## config.mk

```make
export PLATFORM = sky130hd
export DESIGN_NAME = host_reg_bridge
export DESIGN_NICKNAME = d
export VERILOG_FILES = /design/src/rtl/host_reg_bridge_pkg.sv /design/src/rtl/host_reg_bridge_byte_timeout.sv /design/src/rtl/host_reg_bridge.sv
export SDC_FILE = /design/constraint.sdc
export NUM_CORES = 1
export LEC_CHECK = 0
export CORE_ASPECT_RATIO = 1.1
export CORE_MARGIN = 5
export CORE_UTILIZATION = 52
export DETAILED_ROUTE_END_ITERATION = 6
export PLACE_DENSITY = 0.89
export SLEW_MARGIN = 20
export SYNTH_ARGS = -nofsm -noshare
export SYNTH_HDL_FRONTEND = slang
export SYNTH_SLANG_ARGS = --single-unit
```

## constraint.sdc

```tcl
create_clock -name CLK -period 3.7 [get_ports CLK]
set_input_delay 0.74 -clock CLK [delete_from_list [all_inputs] [get_ports CLK]]
set_output_delay 0.74 -clock CLK [all_outputs]
set_load 0.005 [all_outputs]
```

## src/rtl/host_reg_bridge_pkg.sv

```systemverilog
// Shared definitions for the host register bridge: FSM encoding,
// command byte field layout and data width.
package host_reg_bridge_pkg;

    localparam int DATA_W      = 8;
    localparam int ADDR_W      = 5;

    // Command byte layout: [7] rw, [6:5] reserved (must be 0), [4:0] address
    localparam int CMD_RW_BIT  = 7;
    localparam int CMD_RSV_HI  = 6;
    localparam int CMD_RSV_LO  = 5;
    localparam int CMD_ADDR_HI = 4;
    localparam int CMD_ADDR_LO = 0;

    typedef enum logic [2:0] {
        S_IDLE  = 3'd0,
        S_WDATA = 3'd1,
        S_WSTB  = 3'd2,
        S_RSTB  = 3'd3,
        S_TX    = 3'd4
    } state_t;

    // A command is well formed only when its reserved field is all zero.
    function automatic logic cmd_rsv_ok(input logic [DATA_W-1:0] cmd);
        return cmd[CMD_RSV_HI:CMD_RSV_LO] == '0;
    endfunction

endpackage

```

## src/rtl/host_reg_bridge_byte_timeout.sv

```systemverilog
// Inter-byte timeout counter. Counts cycles while enabled; expired is
// high in the (2^W-1)th consecutive enabled cycle without a clear.
module host_reg_bridge_byte_timeout #(
    parameter int W = 16
) (
    input  logic clk,
    input  logic rst_n,
    input  logic clr,
    input  logic en,
    output logic expired
);

    // Last count value before the budget is exhausted: 2^W-2
    localparam logic [W-1:0] LAST = {{(W-1){1'b1}}, 1'b0};

    logic [W-1:0] cnt;

    // Count enabled cycles; clear has priority so a fresh byte restarts the window.
    always_ff @(posedge clk) begin
        if (!rst_n)
            cnt <= '0;
        else if (clr)
            cnt <= '0;
        else if (en)
            cnt <= cnt + 1'b1;
    end

    // Expiry is seen even if a byte arrives in the same cycle, so the
    // top can count that error while still taking the byte.
    assign expired = en && (cnt == LAST);

endmodule

```

## src/rtl/host_reg_bridge.sv

```systemverilog
// Byte-serial host to register-block bridge. A command byte selects
// read or write and a 5-bit address; writes take one data byte and pulse
// a one-hot strobe, reads pulse a one-hot select and return one byte.
module host_reg_bridge
    import host_reg_bridge_pkg::*;
#(
    parameter int WE_WIDTH = 16,
    parameter int RE_WIDTH = 16,
    parameter int C_TO_WH  = 16
) (
    input  logic                CLK,
    input  logic                RST_N,
    input  logic [DATA_W-1:0]   iRX_DATA,
    input  logic                iRX_VALID,
    output logic                oRX_READY,
    output logic [DATA_W-1:0]   oTX_DATA,
    output logic                oTX_VALID,
    input  logic                iTX_READY,
    output logic [WE_WIDTH-1:0] oWE_BIT,
    output logic [RE_WIDTH-1:0] oRE_BIT,
    output logic [DATA_W-1:0]   oDATA,
    input  logic [DATA_W-1:0]   iRD,
    output logic                oBUSY,
    output logic [DATA_W-1:0]   oERR_CNT
);

    state_t              state_q, state_d;
    logic [ADDR_W-1:0]   addr_q, addr_d;
    logic [WE_WIDTH-1:0] we_d;
    logic [RE_WIDTH-1:0] re_d;
    logic [DATA_W-1:0]   data_d, tx_data_d;
    logic                tx_valid_d;
    logic                err_inc;
    logic                rx_fire;
    logic                to_clr, to_en, to_expired;
    logic [ADDR_W-1:0]   cmd_addr;
    logic                cmd_addr_re_ok, addr_we_ok, addr_re_ok;

    // Bytes are only taken while waiting for a command or write data.
    assign oRX_READY = RST_N && (state_q == S_IDLE || state_q == S_WDATA);
    assign rx_fire   = iRX_VALID && oRX_READY;
    assign oBUSY     = (state_q != S_IDLE);

    assign cmd_addr       = iRX_DATA[CMD_ADDR_HI:CMD_ADDR_LO];
    assign cmd_addr_re_ok = int'(cmd_addr) < RE_WIDTH;
    assign addr_we_ok     = int'(addr_q) < WE_WIDTH;
    assign addr_re_ok     = int'(addr_q) < RE_WIDTH;

    // Window runs only in WDATA and restarts on every accepted byte.
    assign to_en  = (state_q == S_WDATA);
    assign to_clr = rx_fire || (state_q != S_WDATA);

    host_reg_bridge_byte_timeout #(.W(C_TO_WH)) u_timeout (
        .clk     (CLK),
        .rst_n   (RST_N),
        .clr     (to_clr),
        .en      (to_en),
        .expired (to_expired)
    );

    // Next state and next registered outputs; strobes default low so they pulse.
    always_comb begin
        state_d    = state_q;
        addr_d     = addr_q;
        we_d       = '0;
        re_d       = '0;
        data_d     = oDATA;
        tx_data_d  = oTX_DATA;
        tx_valid_d = oTX_VALID;
        err_inc    = 1'b0;
        case (state_q)
            S_IDLE: begin
                if (rx_fire) begin
                    if (!cmd_rsv_ok(iRX_DATA)) begin
                        err_inc = 1'b1;
                    end else if (iRX_DATA[CMD_RW_BIT]) begin
                        addr_d  = cmd_addr;
                        state_d = S_WDATA;
                    end else begin
                        addr_d  = cmd_addr;
                        state_d = S_RSTB;
                        if (cmd_addr_re_ok)
                            re_d = RE_WIDTH'(1) << cmd_addr;
                    end
                end
            end
            S_WDATA: begin
                // A timeout coinciding with a byte is counted but the byte still wins.
                if (to_expired)
                    err_inc = 1'b1;
                if (rx_fire) begin
                    data_d  = iRX_DATA;
                    state_d = S_WSTB;
                    if (addr_we_ok)
                        we_d = WE_WIDTH'(1) << addr_q;
                end else if (to_expired) begin
                    state_d = S_IDLE;
                end
            end
            S_WSTB: begin
                if (!addr_we_ok)
                    err_inc = 1'b1;
                state_d = S_IDLE;
            end
            S_RSTB: begin
                tx_data_d  = addr_re_ok ? iRD : '0;
                tx_valid_d = 1'b1;
                err_inc    = !addr_re_ok;
                state_d    = S_TX;
            end
            S_TX: begin
                if (iTX_READY) begin
                    tx_valid_d = 1'b0;
                    state_d    = S_IDLE;
                end
            end
            default: state_d = S_IDLE;
        endcase
    end

    // State and all outputs are registered; reset drops any partial frame.
    always_ff @(posedge CLK) begin
        if (!RST_N) begin
            state_q   <= S_IDLE;
            addr_q    <= '0;
            oWE_BIT   <= '0;
            oRE_BIT   <= '0;
            oDATA     <= '0;
            oTX_DATA  <= '0;
            oTX_VALID <= 1'b0;
            oERR_CNT  <= '0;
        end else begin
            state_q   <= state_d;
            addr_q    <= addr_d;
            oWE_BIT   <= we_d;
            oRE_BIT   <= re_d;
            oDATA     <= data_d;
            oTX_DATA  <= tx_data_d;
            oTX_VALID <= tx_valid_d;
            if (err_inc && oERR_CNT != 8'hFF)
                oERR_CNT <= oERR_CNT + 8'd1;
        end
    end

endmodule

```

==> results of run 1 <==
-- cell type report --
class / count / area, µm² / share of cell area (%)
clock buffers: 10 / 128 / 3.12
clock inverters: 6 / 91.3 / 2.23
inverters: 6 / 22.5 / 0.550
multi-input cells: 232 / 1340 / 32.7
flip-flops and latches: 81 / 1620 / 39.6
well taps: 77 / 96.3 / 2.35
repair buffers: 80 / 796 / 19.4
-- final timing paths --
kind	startpoint	to	slack (ns)	cells past startpoint
worst max register to register	state_q[0]	oWE_BIT[0]	1.22	4
worst min-delay path	oDATA[5]	oDATA[5]	0.46	2
worst min register to register	oDATA[5]	oDATA[5]	0.46	2
worst max-delay path	RST_N	oRX_READY	0.83	5
-- cell usage after synthesis (2+ instances only) --
cell,n
ha_1,3
dfxtp_1,81
and3_1,6
nor2b_1,2
mux2i_1,7
nor3_1,13
inv_1,6
xor2_1,6
nor4_1,3
o21a_1,2
nand3b_1,4
o21ai_0,7
nand3_1,13
nor2_1,58
or4_1,5
o31ai_1,3
nand2_1,31
or3_1,4
nand4_1,6
xnor2_1,4
nor3b_1,8
buf_6,2
nand2b_1,6
a21oi_1,26
clkbuf_1,10
-- layer usage --
layer  up-vias  global-route usage [%]  routed length (µm)
met3        16                    5.57                 436
met1      1211                    22.5                2890
met4         0                    9.81                 181
li1       1304                       -                   -
met5         -                       0                   0
met2        69                    33.8                3520
-- worst reg2reg max path: stages (launching register included) --
cell and delay [ns]:
dfxtp_1 0.50, nor3b_2 0.65, nand3_1 0.46, or4_1 0.60
nor3_1 0.19
-- kinds of logic after synthesis --
family | Yosys count | share of synthesized area, %
DFF | 81 | 53.2
AOI/OAI and AO/OA | 45 | 9.28
adders and majority gates | 3 | 1.23
buffers and inverters | 19 | 2.87
muxes | 7 | 2.30
and+or+nand+nor | 167 | 28.2
xor gates and xnor gates | 10 | 2.87
-- power groups by stage --
stage | clock [mW] | sequential [mW] | combinational, mW
floorplan | 0 | 0.901 | 0.0408
global placement | 0 | 0.903 | 0.0755
detailed placement | 0 | 0.904 | 0.0768
CTS | 0.711 | 0.883 | 0.0778
global route | 0.754 | 0.884 | 0.0855
finish | 0.696 | 0.883 | 0.0777
-- sequential cells by signal, indices dropped and copies added, names as in the netlist --
signal,flops
oWE_BIT,16
oTX_DATA,8
addr_q,5
oERR_CNT,8
oRE_BIT,16
oTX_VALID,1
u_timeout.cnt,16
state_q,3
oDATA,8
-- stage by stage --
step | power [mW] | cells
after global routing | 1.72 | 492
after global placement | 0.979 | 476
after CTS | 1.67 | 492
final | 1.66 | 492
after floorplan | 0.942 | 332
after detailed placement | 0.980 | 476
==> impl_metrics.tcl, run 1 <==
set metrics [dict create \
    status "complete, no violations" \
    synth_top_area_cell "dfxtp_1" \
    cp_cell_sequence "clkdlybuf4s50_1, buf_4, inv_1, nor3_1, clkdlybuf4s50_1" \
    die_x_um 83.0 \
    ys_seq_elements 81 \
    hold_buffers 0 \
    clkPwrFrac_pct 42.0 \
    cts_resized 0 \
    end_kind "output pin" \
    final.fill_count 469 \
    synth_top_area_share_pct 53.2 \
    cts_tree "yes" \
    fin_util_pct 71.4 \
    max_stage_delay_ns 0.53 \
    yosys-top-cells-area "dfxtp_1, nor2_1, a21oi_1" \
    hpwl_um 5190 \
    cts-buffers-inserted 9 \
    setup_slack_ns 0.828 \
    start_util_pct 53.1 \
    rsz0062_at_grt "no" \
    ir_drop_mv 0.286 \
    path_class "input port to output pin" \
    first_pass_iters 4 \
    insertedDiodeCount 0 \
    tns_ns 0 \
    synth_flop_cell "dfxtp_1" \
    grt_usage_pct 19.8 \
    clock_latency_ns 0.34 \
    hold_viol_final 0 \
    die_h_um 90.3 \
    worstPathRequired_ns 2.96 \
    fmax_ghz 0.348 \
    p_per_area_nw_per_um2 405 \
    finClkSkew_ns 0.00481 \
    cts_root_buffer "clkbuf_8" \
    cts_setup_buffers 0 \
    syn_inst 332 \
    port_buffers 78 \
    core_area_um2 5730 \
    nNetsFinal 433 \
    cts_buffer_depth 2 \
    finalInstanceArea_um2 4090 \
    synth_edf_count 0 \
    overflow 0 \
    placed_area_um2 3870 \
    htree_levels 3 \
    setup-violations-final 0 \
    pre_cts_slack_ns 0.847 \
    area_delta_synth_final_pct 34.3 \
    path_buf_inv 4 \
    worstHoldPathType "flip-flop to flip-flop" \
    drt-vias-per-instance 5.28 \
    maxCapViolations 0 \
    synth_nets 355 \
    routed_wl_um 7030 \
    power_frac_comb_pct 4.7 \
    max_slew.worst_pin.slew_ns 0.694 \
    grt_max_degree 29 \
    slew_headroom_pct 53.5 \
    crit_top_cell "clkdlybuf4s50_1" \
    place.gp.congestion 0.784 \
    async_flop_share_pct 0 \
    critPathLaunchType "input port" \
    drt_iter0_markers 122 \
    rows 29 \
    crit_fanout 14 \
    die-area_um2 7490 \
    clock-sinks 81 \
    grt_pass1_wl_um 12300 \
    antenna_found_initial 0 \
    cts.clk_slew.worst_paths_ns 0.08 \
    yosysUniqueCellTypes 41 \
    p_sw_share_pct 21.5 \
    slew_viol_final 0 \
    netlist_area_um2 3050 \
    p_leak_nw 1.39 \
    holdWs_ns 0.462 \
    layout-drive-gt1-share_pct 6.02 \
    drcViolationCount 0 \
    grt_pass1_vias 2629 \
    io_pins 79 \
    crit_arrival_ns 2.13 \
    ys_warn_count 0 \
    pwr-share-seq_pct 53.3 \
    critPathTopFamily "buffers and inverters" \
    avgSynthCellArea_um2 9.18 \
    final_cell_mix "dfxtp_1, clkdlybuf4s50_1, nor2_1, nand2_1, a21oi_1" \
    final_common_cell "dfxtp_1" \
    yosysSeqAreaShare_pct 53.2 \
    slowest_stage "clkdlybuf4s50_1" \
    wl_per_cell_um 14.3 \
    p_switching_uw 357 \
    ant_nets 0 \
    fin_crit_ns 2.87 \
    post-route-period-util_pct 77.6 \
    internal-power_mw 1.30 \
    num_vias 2600 \
]
(Power assumes the default switching activity.)
==> run 2, diff against run 1 <==
--- a/config.mk
+++ b/config.mk
@@ -7,9 +7,9 @@
 export LEC_CHECK = 0
 export CORE_ASPECT_RATIO = 1.1
 export CORE_MARGIN = 5
-export CORE_UTILIZATION = 52
+export CORE_UTILIZATION = 48
 export DETAILED_ROUTE_END_ITERATION = 6
-export PLACE_DENSITY = 0.89
+export PLACE_DENSITY = 0.84
 export SLEW_MARGIN = 20
 export SYNTH_ARGS = -nofsm -noshare
 export SYNTH_HDL_FRONTEND = slang
==> constraint.sdc (replaced) <==
create_clock -name CLK -period 2.74 [get_ports CLK]
set_input_delay 0.548 -clock CLK [delete_from_list [all_inputs] [get_ports CLK]]
set_output_delay 0.548 -clock CLK [all_outputs]
set_load 0.005 [all_outputs]
==> impl_metrics.tcl, run 2 (synthesis results as in run 1) <==
set metrics [dict create \
    status "complete, no violations" \
    ant_nets 0 \
    stdcell_count 498 \
    finClkSkew_ns 0.00926 \
    slew_viol_final 0 \
    die-area_um2 8040 \
    area_delta_synth_final_pct 34.3 \
    final_cell_mix "dfxtp_1, clkdlybuf4s50_1, nor2_1, nand2_1, a21oi_1" \
    worstPathRequired_ns 2.19 \
    post-route-period-util_pct 89.4 \
    core_area_um2 6190 \
    clock_latency_ns 0.35 \
    hpwl_um 5070 \
    clock-sinks 81 \
    port_buffers 78 \
    p_per_area_nw_per_um2 515 \
    final_common_cell "dfxtp_1" \
    antenna_found_initial 0 \
    cts_setup_buffers 0 \
    finalInstanceArea_um2 4090 \
    fin_crit_ns 2.45 \
    nNetsFinal 436 \
    end_kind "output pin" \
    grt_max_degree 29 \
    drcViolationCount 0 \
    overflow 0 \
    htree_levels 3 \
    cts.clk_slew.worst_paths_ns 0.08 \
    drt-vias-per-instance 5.22 \
    cts_buffer_depth 2 \
    grt_usage_pct 17.6 \
    hold_buffers 0 \
    rows 30 \
    setup-violations-final 0 \
    start_util_pct 49.2 \
    power_mw 2.11 \
    crit_arrival_ns 1.90 \
    num_vias 2600 \
    ir_drop_mv 0.315 \
    insertedDiodeCount 0 \
    holdWs_ns 0.463 \
    io_pins 79 \
    reg2regPathDepth 5 \
    tns_ns 0 \
    hold_viol_final 0 \
    maxCapViolations 0 \
    p_leak_nw 1.40 \
    holdPathStages 2 \
    grt_pass1_vias 2457 \
    setup_slack_ns 0.291 \
    die_x_um 86.0 \
    fmax_ghz 0.408 \
    wl_per_cell_um 13.8 \
    cts_root_buffer "clkbuf_8" \
    crit_fanout 5 \
    pre_cts_slack_ns 0.314 \
    fin_util_pct 66.0 \
    reg_top3 "oRE_BIT: 16 flops, oWE_BIT: 16 flops, u_timeout.cnt: 16 flops" \
    rsz0062_at_grt "no" \
    place.gp.congestion 0.776 \
    first_pass_iters 4 \
    routed_wl_um 6880 \
    dp_cells 482 \
    drt_iter0_markers 156 \
    cts_tree "yes" \
    max_slew.worst_pin.slew_ns 0.591 \
    path_class "input port to output pin" \
    die_h_um 93.6 \
    worstHoldPathType "flip-flop to flip-flop" \
    cts-buffers-inserted 9 \
    placed_area_um2 3900 \
    critPathLaunchType "input port" \
    cts_resized 0 \
    layout-drive-gt1-share_pct 6.94 \
    grt_pass1_wl_um 11200 \
    slew_headroom_pct 60.5 \
]
==> run 2: cell count changes in the layout (fill, tap and decap cells not counted), moves of 2 or more <==
cell | before | now
buf_4 | 2 | 5
bufinv_16 | 2 | 0
clkbuf_8 | 9 | 11
clkinv_4 | 0 | 2
==> run 2: metal layers <==
metal	share of wire, %	vias up	GRT usage, %
li1	-	1310	-
met1	43	1215	20.2
met2	50	62	29.8
met3	5.5	13	4.67
met4	2.2	0	9.10
met5	0	-	0
==> run 2: critical path, cell delays in order <==
cell	delay (ns)
clkdlybuf4s50_1	0.56
inv_1	0.08
nor3_1	0.17
clkdlybuf4s50_1	0.54
==> run 2: path summary, 6_finish.rpt <==
kind | from | endpoint | slack (ns)
max | RST_N | oRX_READY | 0.29
min | oDATA[2] | oDATA[2] | 0.46
max reg2reg | u_timeout.cnt[4] | oERR_CNT[3] | 0.76
min reg2reg | oDATA[2] | oDATA[2] | 0.46
==> run 2: final cells by class <==
type / count / area [µm²]
Fill cell: 517 / 2100
Sequential cell: 81 / 1620
Multi-Input combinational cell: 232 / 1340
Timing Repair Buffer: 83 / 818
Clock buffer: 11 / 151
Tap cell: 80 / 100
Clock inverter: 5 / 38.8
Inverter: 6 / 22.5
==> run 2: power breakdown <==
| part | total, mW | switching [mW] | leakage [nW] | internal (mW) |
|---|---|---|---|---|
| Sequential | 1.19 | 0.0101 | 0.653 | 1.18 |
| Combinational | 0.106 | 0.0492 | 0.652 | 0.0572 |
| Clock | 0.806 | 0.423 | 0.0959 | 0.383 |
| Total | 2.11 | 0.483 | 1.40 | 1.62 |
==> run 3, diff against run 2 <==
--- a/config.mk
+++ b/config.mk
@@ -7,10 +7,10 @@
 export LEC_CHECK = 0
 export CORE_ASPECT_RATIO = 1.1
 export CORE_MARGIN = 5
-export CORE_UTILIZATION = 48
+export CORE_UTILIZATION = 54
+export CTS_BUF_LIST = sky130_fd_sc_hd__clkbuf_4 sky130_fd_sc_hd__clkbuf_8
 export DETAILED_ROUTE_END_ITERATION = 6
-export PLACE_DENSITY = 0.84
-export SLEW_MARGIN = 20
+export PLACE_DENSITY = 0.92
 export SYNTH_ARGS = -nofsm -noshare
 export SYNTH_HDL_FRONTEND = slang
 export SYNTH_SLANG_ARGS = --single-unit
==> constraint.sdc (replaced) <==
create_clock -name CLK -period 3 [get_ports CLK]
set_input_delay 0.6 -clock CLK [delete_from_list [all_inputs] [get_ports CLK]]
set_output_delay 0.6 -clock CLK [all_outputs]
set_load 0.005 [all_outputs]
==> impl_metrics.tcl, run 3 (synthesis results as in run 1) <==
set metrics [dict create \
    finalInstanceArea_um2 4100 \
    p_per_area_nw_per_um2 491 \
    hpwl_um 5340 \
    cts-buffers-inserted 9 \
    cts_setup_buffers 0 \
    rsz0062_at_grt "no" \
    critPathLaunch "RST_N" \
    overflow 0 \
    worstPathRequired_ns 2.40 \
    reg2regPathDepth 4 \
    fmax_ghz 0.418 \
    dp_cells 476 \
    stdcell_count 492 \
    grt_max_degree 29 \
    fin_util_pct 75.5 \
    finClkSkew_ns 0.00892 \
    holdWs_ns 0.459 \
    first_pass_iters 4 \
    cts_tree "yes" \
    core_area_um2 5430 \
    clock-sinks 81 \
    path_class "input port to output pin" \
    hold_buffers 0 \
    timing.reg2reg.setup_slack_ns 0.79 \
    rows 28 \
    nNetsFinal 435 \
    routed_wl_um 7240 \
    maxCapViolations 0 \
    clock_latency_ns 0.35 \
    antenna_found_initial 0 \
    fin_crit_ns 2.39 \
    layout-drive-gt1-share_pct 6.71 \
    num_vias 2678 \
    placed_area_um2 3890 \
    ant_nets 0 \
    die_x_um 81.6 \
    grt_pass1_wl_um 12000 \
    worstHoldPathType "flip-flop to flip-flop" \
    drt_iter0_markers 158 \
    reg_top3 "oRE_BIT: 16 flops, oWE_BIT: 16 flops, u_timeout.cnt: 16 flops" \
    drcViolationCount 0 \
    area_delta_synth_final_pct 34.6 \
    post-route-period-util_pct 79.8 \
    status "complete, no violations" \
    htree_levels 3 \
    wl_per_cell_um 14.7 \
    place.gp.congestion 0.865 \
    start_util_pct 56.1 \
    cts_buffer_depth 2 \
    max_slew.worst_pin.slew_ns 0.616 \
    final_cell_mix "dfxtp_1, clkdlybuf4s50_1, nor2_1, nand2_1, a21oi_1" \
    hold_viol_final 0 \
    reg2reg_to "oWE_BIT[0]" \
    setup-violations-final 0 \
    tns_ns 0 \
    cts_resized 0 \
    slew_headroom_pct 58.8 \
    io_pins 79 \
    cts.clk_slew.worst_paths_ns 0.08 \
    critPathLaunchType "input port" \
    crit_arrival_ns 1.79 \
    crit_fanout 2 \
    port_buffers 78 \
    p_leak_nw 1.40 \
    die_h_um 88.8 \
    final_common_cell "dfxtp_1" \
    grt_pass1_vias 2643 \
    crit_path_end "oRX_READY" \
    end_kind "output pin" \
    slew_viol_final 0 \
    grt_usage_pct 21.5 \
    cts_root_buffer "clkbuf_8" \
    r2r_start "state_q[0]" \
    insertedDiodeCount 0 \
    drt-vias-per-instance 5.44 \
    ir_drop_mv 0.291 \
    die-area_um2 7250 \
]
run 3: cell types whose count changed in the layout (fill, tap and decap cells not counted):
cell	delta
buf_4	-1
bufinv_16	+1
clkinv_2	-1
clkinv_4	-1
clkinvlp_4	+1
run 3: worst min path at each step:
stage / to / start / cells after the start
finish: oDATA[3] / oDATA[3] / 2
global route: u_timeout.cnt[0] / u_timeout.cnt[0] / 1
CTS: oDATA[3] / oDATA[3] / 2
detailed placement: u_timeout.cnt[0] / u_timeout.cnt[0] / 1
global placement: u_timeout.cnt[0] / u_timeout.cnt[0] / 1
floorplan: u_timeout.cnt[0] / u_timeout.cnt[0] / 1
run 3: final cells by class:
| type | instances | area, µm² |
|---|---|---|
| clock inverter | 5 | 62.6 |
| multi-input combinational | 232 | 1340 |
| fill | 358 | 1330 |
| timing repair buffer | 82 | 811 |
| sequential | 81 | 1620 |
| tap | 75 | 93.8 |
| clock buffer | 11 | 151 |
| inverter | 6 | 22.5 |
run 3: layer usage:
| metal | global-route usage, % | wire, µm | vias up |
|---|---|---|---|
| met2 | 37.0 | 3710 | 87 |
| met5 | 0 | 0 | - |
| met3 | 6.52 | 506 | 15 |
| met4 | 11.3 | 178 | 0 |
| met1 | 23.6 | 2850 | 1264 |
| li1 | - | - | 1312 |
run 3: stage by stage:
stage / total power [mW] / setup slack [ns]
2_1_floorplan: 1.16 / 1.02
3_3_place_gp: 1.21 / 0.524
3_5_place_dp: 1.21 / 0.478
4_1_cts: 2.03 / 0.601
5_1_grt: 2.09 / 0.511
6_report: 2.01 / 0.607
run 3: critical path, stage by stage:
cell and delay, ns:
clkdlybuf4s50_1 0.47, inv_1 0.05, nor3_1 0.13, clkdlybuf4s50_1 0.53
run 3: power by group:
| group | switching, mW | internal (mW) |
|---|---|---|
| registers | 0.00932 | 1.08 |
| logic | 0.0460 | 0.0522 |
| clock network | 0.392 | 0.434 |
